[src/rtl/simd_fetch.sv]
// Instruction fetch stage feeding the SIMD decoder: walks instruction memory from
// start_pc, hands each word off over valid/ready, and stops after a RETURN word.
module simd_fetch #(
    parameter int PC_WIDTH  = 9,
    parameter int CNT_WIDTH = 16
) (
    input  logic                 clk,
    input  logic                 rst_n,
    input  logic                 start,
    input  logic [PC_WIDTH-1:0]  start_pc,
    input  logic                 abort,
    output logic                 imem_req_valid,
    output logic [PC_WIDTH-1:0]  imem_req_addr,
    input  logic                 imem_req_ready,
    input  logic                 imem_resp_valid,
    input  logic [31:0]          imem_resp_data,
    output logic                 instr_valid,
    output logic [31:0]          instruction,
    input  logic                 instr_ready,
    output logic [PC_WIDTH-1:0]  pc,
    output logic                 busy,
    output logic                 done,
    output logic [CNT_WIDTH-1:0] instr_count
);

    typedef enum logic [2:0] {
        S_IDLE  = 3'd0,
        S_REQ   = 3'd1,
        S_WAIT  = 3'd2,
        S_HOLD  = 3'd3,
        S_DONE  = 3'd4,
        S_DRAIN = 3'd5
    } state_t;

    state_t                 state_r;
    state_t                 state_nxt_s;
    logic [PC_WIDTH-1:0]    pc_r;
    logic [31:0]            instr_r;
    logic [CNT_WIDTH-1:0]   cnt_r;

    function automatic logic is_return(input logic [31:0] word);
        return (word[31:21] == 11'h7FF);
    endfunction

    // State register.
    always_ff @(posedge clk or negedge rst_n) begin
        if (!rst_n) begin
            state_r <= S_IDLE;
        end else begin
            state_r <= state_nxt_s;
        end
    end

    // Next-state logic; abort outranks every other transition.
    always_comb begin
        state_nxt_s = state_r;
        case (state_r)
            S_IDLE: begin
                if (start) state_nxt_s = S_REQ;
                else       state_nxt_s = S_IDLE;
            end
            S_REQ: begin
                if (abort)               state_nxt_s = S_IDLE;
                else if (imem_req_ready) state_nxt_s = S_WAIT;
                else                     state_nxt_s = S_REQ;
            end
            S_WAIT: begin
                // A response landing in the abort cycle is dropped and nothing is left outstanding.
                if (abort) begin
                    if (imem_resp_valid) state_nxt_s = S_IDLE;
                    else                 state_nxt_s = S_DRAIN;
                end else if (imem_resp_valid) begin
                    state_nxt_s = S_HOLD;
                end else begin
                    state_nxt_s = S_WAIT;
                end
            end
            S_HOLD: begin
                if (abort)                 state_nxt_s = S_IDLE;
                else if (!instr_ready)     state_nxt_s = S_HOLD;
                else if (is_return(instr_r)) state_nxt_s = S_DONE;
                else                       state_nxt_s = S_REQ;
            end
            S_DONE: begin
                state_nxt_s = S_IDLE;
            end
            S_DRAIN: begin
                if (imem_resp_valid) state_nxt_s = S_IDLE;
                else                 state_nxt_s = S_DRAIN;
            end
            default: begin
                state_nxt_s = S_IDLE;
            end
        endcase
    end

    // Handshake outputs decoded purely from the state register.
    always_comb begin
        imem_req_valid = 1'b0;
        instr_valid    = 1'b0;
        done           = 1'b0;
        busy           = 1'b1;
        case (state_r)
            S_IDLE:  busy           = 1'b0;
            S_REQ:   imem_req_valid = 1'b1;
            S_HOLD:  instr_valid    = 1'b1;
            S_DONE:  done           = 1'b1;
            default: busy           = 1'b1;
        endcase
    end

    // Datapath: program counter, captured word and saturating handoff counter.
    always_ff @(posedge clk or negedge rst_n) begin
        if (!rst_n) begin
            pc_r    <= '0;
            instr_r <= 32'h0000_0000;
            cnt_r   <= '0;
        end else begin
            case (state_r)
                S_IDLE: begin
                    if (start) begin
                        pc_r  <= start_pc;
                        cnt_r <= '0;
                    end
                end
                S_WAIT: begin
                    if (!abort && imem_resp_valid) begin
                        instr_r <= imem_resp_data;
                        pc_r    <= pc_r + PC_WIDTH'(1);
                    end
                end
                S_HOLD: begin
                    if (!abort && instr_ready && (cnt_r != {CNT_WIDTH{1'b1}})) begin
                        cnt_r <= cnt_r + CNT_WIDTH'(1);
                    end
                end
                default: begin
                end
            endcase
        end
    end

    assign imem_req_addr = pc_r;
    assign pc            = pc_r;
    assign instruction   = instr_r;
    assign instr_count   = cnt_r;

endmodule

[config.mk]
export PLATFORM = sky130hd
export DESIGN_NAME = simd_fetch
export DESIGN_NICKNAME = d
export VERILOG_FILES = /design/src/rtl/simd_fetch.sv
export SDC_FILE = /design/constraint.sdc
export NUM_CORES = 1
export LEC_CHECK = 0
export CAP_MARGIN = 20
export CORE_MARGIN = 2
export CORE_UTILIZATION = 44
export DETAILED_ROUTE_END_ITERATION = 7
export PLACE_DENSITY = 0.8
export SYNTH_ARGS = -nofsm -noshare
export SYNTH_HDL_FRONTEND = slang
export SYNTH_SLANG_ARGS = --single-unit
[constraint.sdc]
create_clock -name clk -period 2.4 [get_ports clk]
set_clock_uncertainty 0.1 [all_clocks]
set_input_delay 0.24 -clock clk [delete_from_list [all_inputs] [get_ports clk]]
set_output_delay 0.24 -clock clk [all_outputs]
set_load 0.005 [all_outputs]
Word level (Yosys, flattened, before mapping)
Cells that the tools add are included.
Widths: inputs -> output; s select.
{"block": "classes", "addsub": 2, "multipliers": 0, "div": 0, "order_cmp": 0, "eq_ne": 10, "shift": 0, "n_mux": 20, "n_bitwise": 0, "n_reduce_logical": 10}
{"cell": "$mux 16", "n": 2}
{"cell": "$pmux 16 s2", "n": 1}
{"cell": "$mux 9", "n": 2}
{"cell": "$pmux 9 s2", "n": 1}
{"cell": "$add 16x1->16 const B", "n": 1}
{"cell": "$ne 16x16->1 const B", "n": 1}
{"cell": "$mux 3", "n": 5}
{"cell": "$pmux 3 s5", "n": 1}
{"cell": "$eq 11x11->1 const B", "n": 1}
{"cell": "$add 9x1->9 const B", "n": 1}
{"cell": "$eq 3x2->1 const B", "n": 2}
{"cell": "$eq 3x3->1 const B", "n": 2}
{"cell": "$mux 1", "n": 6}
{"cell": "$ne 2x2->1 const B", "n": 3}
{"cell": "$reduce_and 3->1", "n": 2}
{"cell": "$mux 2", "n": 2}
{"cell": "$reduce_bool 2->1", "n": 2}
{"cell": "$eq 3x1->1 const B", "n": 1}
{"cell": "$logic_and 1x1->1", "n": 3}
{"cell": "$logic_not 3->1", "n": 1}
{"cell": "$reduce_and 2->1", "n": 1}
{"cell": "$logic_not 1->1", "n": 1}
{"block": "word_totals", "ff_bits": 60, "latch_bits": 0, "mem_bits_rw": 0, "mem_bits_ro": 0, "input_bits": 48, "output_inout_bits": 70, "wordCells": 46, "mem_count": 0}

Longest topological paths before layout
Gate-level depths: netlist of run 1.
{"block": "depth", "ltp_word": 5, "depth_mapped": 8, "mapped_depth_nobuf": 6}

Least setup slack after synthesis of run 1
No wires, ideal clock.
{"block": "synth_timing", "kind": "reg-to-reg", "from": "reg cnt_r[0] (netlist: instr_count[0])", "to": "reg cnt_r[10] (netlist: instr_count[10])", "setup_time_ns": 0.126, "arrival_time_ns": 1.829, "required_time_ns": 2.174, "setup_slack_ns": 0.346, "stages_incl_launch_ff": 7, "n_path_buf": 1, "period_less_slack_ns": 2.054, "cell_sequence": "dfrtp_1 ha_1 nand4_1 or4_1 buf_2 and4_4 a221o_1"}
{"block": "synth_via", "elab_chain_len": 4, "word_cells_on_any_way": 7, "classes_between": "add/sub: 1; eq/ne: 2; mux: 2; reduce/logical: 2"}
{"item": "from (decl)", "line_no": "39", "text": "logic [CNT_WIDTH-1:0] cnt_r;"}
{"item": "from (signal assigned)", "line_no": "134", "text": "cnt_r <= cnt_r + CNT_WIDTH'(1);"}
{"item": "branches (longest 4 deep; another with $add 16x1->16)"}
Parallel ways; which one is timed is not known. The select of a mux whose other input is x is not followed.
A chain may end at the register's enable or synchronous reset.

Worst setup path in the final report of run 1
{"block": "layout_timing", "from": "reg cnt_r[1] (netlist: instr_count[1])", "to": "reg cnt_r[10] (netlist: instr_count[10])"}
The elaborated chain is that of the path after synthesis.

==> results.sh, run 1 <==
export IMPL_run_status="complete, no violations"
export IMPL_layout_cells_most_common_list="116 x sky130_fd_sc_hd__clkdlybuf4s50_1, 60 x sky130_fd_sc_hd__dfrtp_1, 33 x sky130_fd_sc_hd__mux2_2, 24 x sky130_fd_sc_hd__nand2_1, 16 x sky130_fd_sc_hd__nor3_1"
export IMPL_clock_tree_from_tritoncts="yes"
export IMPL_num_rows=30
export IMPL_comb_power_share_pct=40.0
export IMPL_vias_per_cell=5.395
export IMPL_clkSlewWorstSetupHoldPaths_ns=0.07
export IMPL_place_gp_congestion=0.9057
export IMPL_yosys_warnings=0
export IMPL_cts_inserted_buffers=9
export IMPL_floorplan_core_area_sq_mm=0.006794
export IMPL_totalWireLength_microns=7644
export IMPL_clock_tree_htree_level_count=3
export IMPL_ys_top_cells_by_area="sky130_fd_sc_hd__dfrtp_1 49%, sky130_fd_sc_hd__mux2_2 12%, sky130_fd_sc_hd__nand2_1 2.9%, sky130_fd_sc_hd__nor3_1 2.6%, sky130_fd_sc_hd__a21oi_1 2.3%"
export IMPL_grt_first_pass_wirelength_microns=12720
export IMPL_top_cell_type_s_share_of_synthesized_area_pct=48.84
export IMPL_p_leak_nw=1.895
export IMPL_worst_pin_slew_ns=0.6097
export IMPL_crit_fanout=7
export IMPL_layout_cells_most_common="sky130_fd_sc_hd__clkdlybuf4s50_1"
export IMPL_die_span_in_x_microns=87.59
export IMPL_ioPinCount=118
export IMPL_cellInternalPower_mw=3.167
export IMPL_totalPowerFinal_mw=4.434
export IMPL_total_die_area_sq_mm=0.007671
export IMPL_setup_viol=0
export IMPL_report_final_slew_viol_count=0
export IMPL_antenna_found_initial=0
export IMPL_cts_sink_count=60
export IMPL_worst_endpoint_arrival_ns=2.34
export IMPL_first_global_vias=2716
export IMPL_ctsLongestPathBuffers=2
export IMPL_drt_pre_antenna_iters=5
export IMPL_postSynthCellCount=289
export IMPL_ys_async_sr_fraction_pct=100.0
export IMPL_grt_remaining_overflow=0
export IMPL_synth_seq_cells=60
export IMPL_netSwitchingPower_mw=1.267
export IMPL_initial_standard_cell_utilization_of_the_core_pct=45.25
export IMPL_synthesized_area_divided_by_synthesized_cell_count_sq_um=10.64
export IMPL_filler_cell_count_in_the_final_layout=538
export IMPL_synth_yosys_seq_area_share_pct=48.84
export IMPL_switching_share_pct=28.58
export IMPL_seq_power_share_pct=37.4
export IMPL_finalSetupTns_ns=0
export IMPL_cts_resized=0
export IMPL_timing_setup_critical_path_class="register to register"
export IMPL_synth_top_cell_by_area="sky130_fd_sc_hd__dfrtp_1"
export IMPL_layout_drive_gt1_share_pct=17.43
export IMPL_slew_headroom_pct=59.35
export IMPL_ys_flop_type="sky130_fd_sc_hd__dfrtp_1"
export IMPL_synth_enable_flop_cells=0
export IMPL_synth_distinct_cells=53
export IMPL_worst_ir_drop_vdd_uv=565.5
export IMPL_synth_area_sq_mm=0.003074
export IMPL_grt_util_all_layers_pct=21.04
export IMPL_clock_latency_ns=0.32
export IMPL_maximum_number_of_pins_on_one_net_before_global_route_repair=36
export IMPL_clk_root_buffer_cell="sky130_fd_sc_hd__clkbuf_8"
export IMPL_postSynthNetCount=341
export IMPL_area_growth_pct=48.68
export IMPL_maxClockFrequency_mhz=447.2
export IMPL_required_worst_endpoint_ns=2.50
export IMPL_post_cts_setup_buffer_count=0
export IMPL_fin_nets=460
export IMPL_maxCapViolations=0
export IMPL_antenna_diode_count=0
export IMPL_mean_routed_wirelength_per_cell_microns=15.02
export IMPL_drc=0
export IMPL_timing_final_hold_violations=0
export IMPL_share_clk_of_total_power_pct=22.6
export IMPL_rsz0062_at_grt="false"
export IMPL_fin_crit_ns=2.236
export IMPL_cts_stage_hold_buffer_count=1
export IMPL_die_height_microns=87.59
export IMPL_layout_worst_path_cycle_share_pct=93.18
export IMPL_critical_path_startpoint_type="register"
export IMPL_place_detailed_hpwl_microns=5611
export IMPL_drt_first_iter_violations=193
export IMPL_place_port_buffers=117
export IMPL_p_per_area_mw_per_mm2=970.1
export IMPL_endpoint_kind="register"
export IMPL_vias=2746
export IMPL_worstHoldPathType="input port to asynchronous set/reset pin"
export IMPL_detail_route_antenna_nets=0
## cell usage after synthesis (all sizes together) (6+ instances only)
cell	n
nor3	16
clkbuf	8
buf	16
a31oi	6
dfrtp	60
nand2	24
nand4	9
nor2	9
mux2	33
inv	8
a21oi	14
o21ai	13
or4	6
nand3	11
## flip-flops by register name, indices dropped and copies added (netlist names)
name and flops:
instruction 32, instr_count 16, imem_req_addr 9, state_r 3
## cells by family after synthesis
kind of cell	count (synthesis)	synth area share (%)
AO/OA/AOI/OAI	56	12.41
XOR/XNOR	2	0.5699
adder cells (fa/ha/maj)	4	1.628
buffers and inverters	32	5.372
flip-flops	60	48.84
multiplexers	35	12.74
AND/OR/NAND/NOR	100	18.44
## path summary, 6_finish.rpt
check                                from          endpoint  slack (ns)  depth (start not counted)
max                        instr_count[1]   instr_count[10]        0.16                          5
min in group clk              start_pc[1]  imem_req_addr[1]        0.39                          3
min reg2reg                instruction[1]    instruction[1]        0.41                          1
max reg2reg                instr_count[1]   instr_count[10]        0.16                          5
max in group asynchronous           rst_n   instruction[21]        1.24                          3
min                                 rst_n    instr_count[8]        0.36                          2
## per-layer routing
metal / part of all wire (%) / GRT usage (%)
met5: 0 / 0
met4: 1.3 / 9.371
met3: 7.2 / 6.126
met2: 49 / 33.82
met1: 43 / 26.39
## critical path, stage by stage, from the launching register on
cell and delay (ns):
sky130_fd_sc_hd__dfrtp_1 0.41, sky130_fd_sc_hd__ha_1 0.24, sky130_fd_sc_hd__nand4_1 0.14, sky130_fd_sc_hd__or4_1 0.70, sky130_fd_sc_hd__and4_4 0.27, sky130_fd_sc_hd__a221o_1 0.25
## final cells by class
| cell class | instances | area (sq um) | share of cell area, % |
|---|---|---|---|
| clock buffer | 12 | 145.1 | 3.175 |
| clock inverter | 4 | 72.57 | 1.588 |
| inverter | 8 | 30.03 | 0.6570 |
| multi-input combinational | 197 | 1408 | 30.80 |
| sequential | 60 | 1501 | 32.85 |
| tap | 96 | 120.1 | 2.628 |
| timing repair buffer | 132 | 1294 | 28.31 |
## power groups by stage
| stage | registers, mW | clock network [mW] | logic [mW] |
|---|---|---|---|
| after CTS | 1.66 | 1.03 | 1.80 |
| after floorplan | 1.65 | 0 | 0.737 |
| after global placement | 1.65 | 0 | 1.75 |
| final | 1.66 | 1.00 | 1.77 |
| after detailed placement | 1.68 | 0 | 1.78 |
| after global routing | 1.72 | 1.07 | 1.93 |
## through the flow
stage	cell area, sq um	std cells	util [%]	worst slack (ns)	hold WS [ns]
after global placement	4343	492	63.92	0.2050	0.1894
after CTS	4571	509	67.27	0.1764	0.3810
after global routing	4571	509	67.27	0.07962	0.4155
final	4571	509	67.27	0.1636	0.3644
after detailed placement	4343	492	63.92	0.1310	0.1888
after floorplan	3074	289	-	0.3456	-0.1556
No activity file was read; power rests on OpenSTA's default activity.
==> inputs of run 2 (changes only) <==
--- a/config.mk
+++ b/config.mk
@@ -9,6 +9,7 @@
 export CORE_MARGIN = 2
 export CORE_UTILIZATION = 44
 export DETAILED_ROUTE_END_ITERATION = 7
+export GPL_TIMING_DRIVEN = 0
 export PLACE_DENSITY = 0.8
 export SYNTH_ARGS = -nofsm -noshare
 export SYNTH_HDL_FRONTEND = slang
==> constraint.sdc (replaced) <==
create_clock -name clk -period 2.37 [get_ports clk]
set_clock_uncertainty 0.1 [all_clocks]
set_input_delay 0.237 -clock clk [delete_from_list [all_inputs] [get_ports clk]]
set_output_delay 0.237 -clock clk [all_outputs]
set_load 0.005 [all_outputs]
==> run 2 against run 1 <==
Via count rose by 3.3%. Worst setup slack got worse by 0.060 ns. Hold slack got worse by 0.015 ns. Sequential share of layout area fell by 0.28 points. Non-clock buffer count rose by 15. Final cell count rose by 2.8%. Die area did not move. Largest cell class unchanged. Final area rose by 0.85%. Global-route usage rose by 1.2 points. Clock power fell by 17%. First-iteration DRC count fell by 6.2%. Combinational power rose by 8%.
==> results.sh, run 2 (synthesis results as in run 1) <==
export IMPL_fin_crit_ns=2.266
export IMPL_worstHoldPathType="input port to asynchronous set/reset pin"
export IMPL_die_span_in_x_microns=87.59
export IMPL_clkSlewWorstSetupHoldPaths_ns=0.07
export IMPL_area_growth_pct=49.94
export IMPL_layout_cells_most_common_list="116 x sky130_fd_sc_hd__clkdlybuf4s50_1, 60 x sky130_fd_sc_hd__dfrtp_1, 33 x sky130_fd_sc_hd__mux2_2, 24 x sky130_fd_sc_hd__nand2_1, 16 x sky130_fd_sc_hd__nor3_1"
export IMPL_place_detailed_hpwl_microns=5907
export IMPL_flip_flop_count_of_the_largest_register_all_copies_and_words_added=32
export IMPL_drt_first_iter_violations=181
export IMPL_post_dp_cell_area_sq_mm=0.004380
export IMPL_worst_ir_drop_vdd_uv=578.8
export IMPL_total_die_area_sq_mm=0.007671
export IMPL_worst_path_max_delay_cell="sky130_fd_sc_hd__clkdlybuf4s50_1"
export IMPL_initial_standard_cell_utilization_of_the_core_pct=45.25
export IMPL_seq_power_share_pct=37.7
export IMPL_first_global_vias=2856
export IMPL_timing_final_hold_violations=0
export IMPL_antenna_diode_count=0
export IMPL_cts_inserted_buffers=9
export IMPL_finalCoreUtilization_pct=67.85
export IMPL_ioPinCount=118
export IMPL_drc=0
export IMPL_setup_viol=0
export IMPL_crit_path_cell_trace="buf_2 > and3b_1 > clkbuf_4 > clkdlybuf4s50_1"
export IMPL_vias_per_cell=5.423
export IMPL_report_final_slew_viol_count=0
export IMPL_p_per_area_mw_per_mm2=955.2
export IMPL_antenna_found_initial=0
export IMPL_switching_share_pct=29.81
export IMPL_gr_util_met2_pct=35.40
export IMPL_worst_pin_slew_ns=0.6405
export IMPL_grt_util_all_layers_pct=22.26
export IMPL_critical_path_startpoint_type="register"
export IMPL_layout_drive_gt1_share_pct=19.44
export IMPL_vias=2836
export IMPL_place_gp_congestion=0.8664
export IMPL_slew_headroom_pct=57.30
export IMPL_netSwitchingPower_mw=1.312
export IMPL_cts_sink_count=60
export IMPL_grt_first_pass_wirelength_microns=13190
export IMPL_crit_fanout=10
export IMPL_met1_grt_util_pct=27.53
export IMPL_p_leak_nw=1.934
export IMPL_max_stage_delay_ns=0.54
export IMPL_finalSetupTns_ns=0
export IMPL_num_rows=30
export IMPL_drt_pre_antenna_iters=4
export IMPL_ctsLongestPathBuffers=2
export IMPL_grtUsageMet3_pct=7.257
export IMPL_layout_worst_path_cycle_share_pct=95.61
export IMPL_rsz0062_at_grt="false"
export IMPL_share_clk_of_total_power_pct=18.8
export IMPL_die_height_microns=87.59
export IMPL_worst_endpoint_arrival_ns=1.93
export IMPL_required_worst_endpoint_ns=2.03
export IMPL_clock_tree_htree_level_count=3
export IMPL_comb_power_share_pct=43.5
export IMPL_endpoint_kind="primary output"
export IMPL_mean_routed_wirelength_per_cell_microns=15.45
export IMPL_detail_route_antenna_nets=0
export IMPL_clock_tree_from_tritoncts="yes"
export IMPL_fin_area_sq_mm=0.004609
export IMPL_fin_nets=475
export IMPL_filler_cell_count_in_the_final_layout=541
export IMPL_floorplan_core_area_sq_mm=0.006794
export IMPL_maximum_number_of_pins_on_one_net_before_global_route_repair=36
export IMPL_grt_remaining_overflow=0
export IMPL_cellInternalPower_mw=3.090
export IMPL_totalWireLength_microns=8079
export IMPL_place_port_buffers=117
export IMPL_clock_latency_ns=0.34
export IMPL_top_usage_layer="met2"
export IMPL_maxCapViolations=0
export IMPL_timing_setup_critical_path_class="register to primary output"
export IMPL_run_status="complete, no violations"
export IMPL_totalPowerFinal_mw=4.403
export IMPL_clk_root_buffer_cell="sky130_fd_sc_hd__clkbuf_8"
export IMPL_maxClockFrequency_mhz=441.3
export IMPL_layout_cells_most_common="sky130_fd_sc_hd__clkdlybuf4s50_1"
[run 2: final timing paths]
path                                 from               end  slack (ns)  cells past startpoint
setup / recovery               state_r[2]       instr_valid        0.10                      4
hold / removal                      rst_n    instr_count[8]        0.35                      2
setup reg to reg               state_r[2]    instr_count[4]        0.19                      6
hold reg to reg            instruction[2]    instruction[2]        0.41                      1
max in group asynchronous           rst_n   instruction[20]        1.21                      3
min in group clk              start_pc[1]  imem_req_addr[1]        0.36                      3
[run 2: final cells by class]
class	instances	area, sq um	share of cell area (%)
well taps	96	120.1	2.606
clock inverters	4	25.02	0.5429
repair buffers	123	1226	26.60
multi-input cells	197	1416	30.73
inverters	8	30.03	0.6515
flip-flops and latches	60	1501	32.57
clock buffers	11	151.4	3.284
plain buffers	24	138.9	3.013
[run 2: repair_timing]
action,4_1_cts,5_1_grt
setup buffers,0,4
pin swaps,0,1
hold endpoints to repair,25,0
setup endpoints to repair,4,2
hold buffers,1,0
gates resized for setup,2,2
[run 2: power groups by stage]
stage	Combinational, mW	Sequential [mW]	Clock [mW]
6_report	1.91	1.66	0.827
5_1_grt	2.09	1.72	0.893
4_1_cts	1.94	1.66	0.848
2_1_floorplan	0.746	1.67	0
3_5_place_dp	1.93	1.68	0
3_3_place_gp	1.87	1.66	0
[run 2: routing by layer]
layer	part of all wire (%)	wire [microns]
met1	41	3295
met2	48	3875
met3	8.8	708
met4	2.5	199
met5	0	0
[run 2: critical path, delay by kind of cell, from the launching register on]
kind	cells	cell delay (ns)
flip-flops	1	0.38
AND/OR/NAND/NOR	1	0.28
buffers and inverters	3	0.95
[run 2: through the flow]
stage / hold WS (ns) / cells / setup WS (ns)
floorplan: -0.1586 / 289 / 0.3156
global placement: 0.3859 / 502 / -1.029
detailed placement: 0.1987 / 503 / -0.1765
CTS: 0.3484 / 519 / 0.05404
global route: 0.4000 / 523 / 0.009260
finish: 0.3492 / 523 / 0.1039
